$ cat src/rtl/iso14443a_manchester_dec.sv
// ISO14443-A tag-response Manchester decoder: SOF detect, LSB-first bytes, optional odd parity, EOF.
// Define ISO14443A_PARITY_EN for 9-bit bytes with a checked parity bit; otherwise raw 8-bit bytes.
module iso14443a_manchester_dec #(
    parameter int unsigned SAMPLES_PER_HALF = 4,
    parameter int unsigned VOTE_MIN         = 2
) (
    input  logic       ck_1356meg,
    input  logic       rst_n,
    input  logic       enable,
    input  logic       sample_valid,
    input  logic       curbit,
    output logic [7:0] data_byte,
    output logic       byte_valid,
    output logic       parity_ok,
    output logic [2:0] last_bits,
    output logic       frame_start,
    output logic       frame_end,
    output logic       coding_err,
    output logic       frame_active
);

    localparam int unsigned SAMPLES_PER_BIT = 2 * SAMPLES_PER_HALF;
    localparam int unsigned SAMP_W          = $clog2(SAMPLES_PER_BIT);
    localparam int unsigned VOTE_W          = 3;
    localparam int unsigned BIT_W           = 4;
    localparam int unsigned BYTE_W          = 8;

    typedef enum logic [1:0] {
        IDLE = 2'd0,
        SOF  = 2'd1,
        DATA = 2'd2
    } state_t;

    state_t              state, state_d;
    logic [SAMP_W-1:0]   samp_cnt, samp_cnt_d;
    logic [VOTE_W-1:0]   vote_a, vote_a_d, vote_b, vote_b_d;
    logic [VOTE_W-1:0]   vote_a_nxt, vote_b_nxt;
    logic [BIT_W-1:0]    bit_cnt, bit_cnt_d;
    logic [BYTE_W-1:0]   shift_reg, shift_d;
    logic [BYTE_W-1:0]   data_byte_d;
    logic [2:0]          last_bits_d;
    logic                byte_valid_d, frame_start_d, frame_end_d, coding_err_d, frame_active_d;
    logic                in_first_half, last_sample, mod_a, mod_b;
`ifdef ISO14443A_PARITY_EN
    logic                parity_ok_d;
`endif

    // State and output registers, all on the carrier negedge like the front end.
    always_ff @(negedge ck_1356meg) begin
        if (!rst_n) begin
            state        <= IDLE;
            samp_cnt     <= '0;
            vote_a       <= '0;
            vote_b       <= '0;
            bit_cnt      <= '0;
            shift_reg    <= '0;
            data_byte    <= '0;
            last_bits    <= '0;
            byte_valid   <= 1'b0;
            frame_start  <= 1'b0;
            frame_end    <= 1'b0;
            coding_err   <= 1'b0;
            frame_active <= 1'b0;
`ifdef ISO14443A_PARITY_EN
            parity_ok    <= 1'b0;
`endif
        end else begin
            state        <= state_d;
            samp_cnt     <= samp_cnt_d;
            vote_a       <= vote_a_d;
            vote_b       <= vote_b_d;
            bit_cnt      <= bit_cnt_d;
            shift_reg    <= shift_d;
            data_byte    <= data_byte_d;
            last_bits    <= last_bits_d;
            byte_valid   <= byte_valid_d;
            frame_start  <= frame_start_d;
            frame_end    <= frame_end_d;
            coding_err   <= coding_err_d;
            frame_active <= frame_active_d;
`ifdef ISO14443A_PARITY_EN
            parity_ok    <= parity_ok_d;
`endif
        end
    end

`ifndef ISO14443A_PARITY_EN
    assign parity_ok = 1'b1;
`endif

    // Next-state, vote accumulation and symbol decisions.
    always_comb begin
        state_d        = state;
        samp_cnt_d     = samp_cnt;
        vote_a_d       = vote_a;
        vote_b_d       = vote_b;
        bit_cnt_d      = bit_cnt;
        shift_d        = shift_reg;
        data_byte_d    = data_byte;
        last_bits_d    = last_bits;
        byte_valid_d   = 1'b0;
        frame_start_d  = 1'b0;
        frame_end_d    = 1'b0;
        coding_err_d   = 1'b0;
        frame_active_d = frame_active;
`ifdef ISO14443A_PARITY_EN
        parity_ok_d    = parity_ok;
`endif

        in_first_half = samp_cnt < SAMP_W'(SAMPLES_PER_HALF);
        last_sample   = samp_cnt == SAMP_W'(SAMPLES_PER_BIT - 1);

        // Saturating half-bit votes including the current sample.
        vote_a_nxt = vote_a;
        vote_b_nxt = vote_b;
        if (in_first_half && curbit && (vote_a < VOTE_W'(SAMPLES_PER_HALF)))
            vote_a_nxt = vote_a + VOTE_W'(1);
        if (!in_first_half && curbit && (vote_b < VOTE_W'(SAMPLES_PER_HALF)))
            vote_b_nxt = vote_b + VOTE_W'(1);
        mod_a = vote_a_nxt >= VOTE_W'(VOTE_MIN);
        mod_b = vote_b_nxt >= VOTE_W'(VOTE_MIN);

        if (!enable) begin
            state_d        = IDLE;
            samp_cnt_d     = '0;
            vote_a_d       = '0;
            vote_b_d       = '0;
            bit_cnt_d      = '0;
            frame_active_d = 1'b0;
        end else if (sample_valid) begin
            unique case (state)
                IDLE: begin
                    // First modulated sample sets the bit phase for the whole frame.
                    if (curbit) begin
                        state_d    = SOF;
                        samp_cnt_d = SAMP_W'(1);
                        vote_a_d   = VOTE_W'(1);
                        vote_b_d   = '0;
                    end
                end
                SOF, DATA: begin
                    samp_cnt_d = samp_cnt + SAMP_W'(1);
                    vote_a_d   = vote_a_nxt;
                    vote_b_d   = vote_b_nxt;
                    if (last_sample) begin
                        samp_cnt_d = '0;
                        vote_a_d   = '0;
                        vote_b_d   = '0;
                        if (state == SOF) begin
                            if (mod_a && !mod_b) begin
                                state_d        = DATA;
                                frame_start_d  = 1'b1;
                                frame_active_d = 1'b1;
                                bit_cnt_d      = '0;
                                shift_d        = '0;
                            end else begin
                                state_d = IDLE;
                            end
                        end else if (mod_a ^ mod_b) begin
`ifdef ISO14443A_PARITY_EN
                            if (bit_cnt == BIT_W'(BYTE_W)) begin
                                byte_valid_d = 1'b1;
                                data_byte_d  = shift_reg;
                                parity_ok_d  = (^shift_reg) ^ mod_a;
                                last_bits_d  = '0;
                                bit_cnt_d    = '0;
                            end else begin
                                shift_d   = {mod_a, shift_reg[BYTE_W-1:1]};
                                bit_cnt_d = bit_cnt + BIT_W'(1);
                            end
`else
                            shift_d = {mod_a, shift_reg[BYTE_W-1:1]};
                            if (bit_cnt == BIT_W'(BYTE_W - 1)) begin
                                byte_valid_d = 1'b1;
                                data_byte_d  = {mod_a, shift_reg[BYTE_W-1:1]};
                                last_bits_d  = '0;
                                bit_cnt_d    = '0;
                            end else begin
                                bit_cnt_d = bit_cnt + BIT_W'(1);
                            end
`endif
                        end else if (!mod_a) begin
                            // EOF: flush any partial byte alongside frame_end.
                            state_d        = IDLE;
                            frame_end_d    = 1'b1;
                            frame_active_d = 1'b0;
                            bit_cnt_d      = '0;
                            if (bit_cnt != '0) begin
                                byte_valid_d = 1'b1;
                                data_byte_d  = shift_reg >> (BIT_W'(BYTE_W) - bit_cnt);
                                last_bits_d  = 3'(bit_cnt);
`ifdef ISO14443A_PARITY_EN
                                parity_ok_d  = 1'b1;
                                if (bit_cnt == BIT_W'(BYTE_W)) begin
                                    data_byte_d = shift_reg;
                                    last_bits_d = '0;
                                    parity_ok_d = 1'b0;
                                end
`endif
                            end
                        end else begin
                            state_d        = IDLE;
                            coding_err_d   = 1'b1;
                            frame_active_d = 1'b0;
                            bit_cnt_d      = '0;
                        end
                    end
                end
                default: state_d = IDLE;
            endcase
        end
    end

endmodule
$ cat config.mk
export PLATFORM = sky130hd
export DESIGN_NAME = iso14443a_manchester_dec
export DESIGN_NICKNAME = d
export VERILOG_FILES = /design/src/rtl/iso14443a_manchester_dec.sv
export SDC_FILE = /design/constraint.sdc
export NUM_CORES = 1
export LEC_CHECK = 0
export ABC_AREA = 0
export BUFFER_PORTS_ARGS = -buffer_cell sky130_fd_sc_hd__clkbuf_2
export CAP_MARGIN = 20
export CORE_ASPECT_RATIO = 2
export CORE_MARGIN = 8
export CORE_UTILIZATION = 40
export DETAILED_ROUTE_END_ITERATION = 8
export GPL_TIMING_DRIVEN = 0
export HOLD_SLACK_MARGIN = 0.05
export SYNTH_ARGS = -nofsm -noshare
export SYNTH_HDL_FRONTEND = slang
export SYNTH_SLANG_ARGS = --single-unit
$ cat constraint.sdc
create_clock -name ck_1356meg -period 8.5 [get_ports ck_1356meg]
set_clock_uncertainty 0.1 [all_clocks]
set_input_delay 0 -clock ck_1356meg [delete_from_list [all_inputs] [get_ports ck_1356meg]]
set_output_delay 0 -clock ck_1356meg [all_outputs]
set_load 0.02 [all_outputs]
==> run_results.csv <==
group,metric,value,unit
outcome,status,"finished clean",
placed_design,gp_congestion,0.902,
logic_synthesis,synth_top_area_cell,"dfxtp_1",
job,max_cap_viol_count,0,
detailed_routing,drc,0,
detailed_routing,via_per_inst,5.51,
logic_synthesis,ys_warn_count,0,
cts,root_buffer,"clkbuf_8",
cells_and_area,final_layout_size_suffix_gt1_share,12.3,%
power_and_ir_drop,total_power,0.429,mW
logic_synthesis,ys_top_cells_by_count,"39 x dfxtp_1, 39 x nor2_1, 27 x nand2_1",
cts,cts_resized,0,
die,dieArea,8350,sq um
sta,timing.final.hold_violations,0,
cts,postCtsSetupRepairBufs,0,
die,core_area,5420,sq um
detailed_routing,wl,5960,um
logic_synthesis,syn-num-nets,293,
logic_synthesis,ys_seq_area_share,35.1,%
logic_synthesis,synth_ff_type,"dfxtp_1",
logic_synthesis,synth_edf_count,0,
cts,clk_pin_slew_worst_paths,0.03,ns
critical_path,r2r_setup_slack,5.37,ns
logic_synthesis,synth_area_leaders,"dfxtp_1 35%, nor2_1 6.6%, ha_1 6.2%, a21oi_1 4.7%, nand2_1 4.6%",
cells_and_area,n_antenna_cell,0,
logic_synthesis,syn_area,2220,sq um
worst_hold_path,holdCritStartpoint,"state[1]",
logic_synthesis,ys_seq_elements,39,
sta,tightest_slew,0.882,ns
sta,tns,0,ns
critical_path,r2r-end,"data_byte[1]",
critical_path,critPathLaunchType,"input port",
cells_and_area,nets,357,
die,start_util,41.0,%
global_route,grt_pass1_wl,9670,um
cells_and_area,fin_util,48.8,%
cts,clock_latency,0.37,ns
cts,htreeDepth,2,
sta,drv_slew,0,
die,die_h,121,um
detailed_routing,first_pass_iters,4,
critical_path,worstPathRequired,4.37,ns
power_and_ir_drop,power.leakage,1.16,nW
worst_hold_path,hold_depth,2,
power_and_ir_drop,power_density,162,nW/um^2
global_route,grt_max_degree,13,
critical_path,path_max_fanout,10,
critical_path,r2r_start,"bit_cnt[0]",
die,die_w,68.7,um
placed_design,hpwlAfterDp,4510,um
worst_hold_path,holdPathEnd,"state[1]",
logic_synthesis,syn-instance-count,277,
cts,hold_buffers,0,
sta,slew_headroom,40.6,%
die,num_rows,38,
critical_path,worst-endpoint-arrival,2.62,ns
global_route,track_usage,15.2,%
detailed_routing,drt_iter0_markers,96,
power_and_ir_drop,ir_worst_vdd,120,uV
cts,clock-sinks,39,
detailed_routing,final_antenna_net_count,0,
worst_hold_path,min-delay-path-class,"reg2reg",
critical_path,worstSetupPathType,"in2reg",
critical_path,end_kind,"flip-flop",
cells_and_area,nFillCells,593,
sta,setup-violations-final,0,
logic_synthesis,avgSynthCellArea,8.03,sq um
logic_synthesis,synth.distinct_cells,51,
logic_synthesis,synthArstFlopShare,0,%
global_route,antenna_found_initial,0,
cts,cts_buffers,5,
sta,rsz0062_at_grt,"false",
cells_and_area,areaGrowthSynthToFinish,19.0,%
die,io_pins,22,
global_route,grt_pass1_vias,2202,
placed_design,port_buffers,19,
detailed_routing,vias,2217,
cts,cts_tree,"done",
cts,clock_path_buffers,2,
logic_synthesis,synth_top_area_share,35.1,%
detailed_routing,wire_per_inst,14.8,um
critical_path,reg2reg_depth,9,
global_route,grt-ovfl-total,0,
[cell usage in the layout (no fill, tap or decap), drive strengths merged, types with 6 or more instances in the layout]
master / Yosys / final
nor3: 6 / 6
a21oi: 22 / 22
ha: 11 / 11
o21ai: 17 / 17
nor3b: 6 / 6
nand2: 27 / 27
clkbuf: 11 / 35
dfxtp: 39 / 39
inv: 16 / 55
nor2: 39 / 39
nand3: 9 / 9
[per-stage QoR]
| step | instance area (sq um) | cells | setup slack (ns) | hold WS [ns] |
|---|---|---|---|---|
| final | 2650 | 402 | 1.75 | 0.384 |
| after global routing | 2650 | 402 | 1.58 | 0.395 |
| after CTS | 2650 | 402 | 1.77 | 0.386 |
| after detailed placement | 2390 | 356 | 1.42 | 0.382 |
| after global placement | 2390 | 356 | 1.48 | 0.363 |
| after floorplan | 2220 | 277 | 2.09 | 0.348 |
[kinds of logic after synthesis]
| group | Yosys count | share of synthesized area, % |
|---|---|---|
| multiplexers | 10 | 6.36 |
| buffers and inverters | 31 | 5.57 |
| other | 1 | 0.169 |
| XOR/XNOR | 4 | 1.58 |
| flip-flops | 39 | 35.1 |
| AO/OA/AOI/OAI | 71 | 21.5 |
| adder cells (fa/ha/maj) | 11 | 6.19 |
| AND/OR/NAND/NOR | 110 | 23.5 |
[where the power goes]
part	switching, mW	internal (mW)
registers	0.000522	0.185
clock network	0.116	0.111
logic	0.0122	0.00507
total	0.128	0.301
[how the worst max path moves through the flow]
stage | to | slack, ns | startpoint
global placement | shift_reg[0] | 1.48 | curbit
finish | shift_reg[0] | 1.75 | curbit
CTS | shift_reg[0] | 1.77 | curbit
detailed placement | shift_reg[0] | 1.42 | curbit
floorplan | shift_reg[0] | 2.09 | curbit
global route | shift_reg[5] | 1.58 | curbit
[critical path, stage by stage]
cell and delay [ns]:
clkbuf_2 0.17, and2b_1 0.19, mux2i_1 0.27, or2_2 0.15, clkbuf_1 0.34, ha_1 0.39, nand2b_1 0.19, a21oi_1 0.09
nand2_1 0.16, clkbuf_1 0.37, nor3b_1 0.11, a21oi_1 0.13, nor2_1 0.06
[final cells by class]
class | count | area, sq um | area share [%]
clock buffers | 5 | 68.8 | 2.60
multi-input cells | 207 | 1320 | 49.9
plain buffers | 14 | 60.1 | 2.27
flip-flops and latches | 39 | 781 | 29.5
inverters | 16 | 60.1 | 2.27
clock inverters | 42 | 188 | 7.09
repair buffers | 19 | 95.1 | 3.59
well taps | 60 | 75.1 | 2.84
[per-layer routing]
metal	wire [um]	GRT usage, %	share of wire [%]
met1	2080	12.0	35
met2	3390	27.4	57
met3	226	5.09	3.8
met4	259	13.0	4.3
met5	0	0	0
Power figures use the tool's default switching activity.
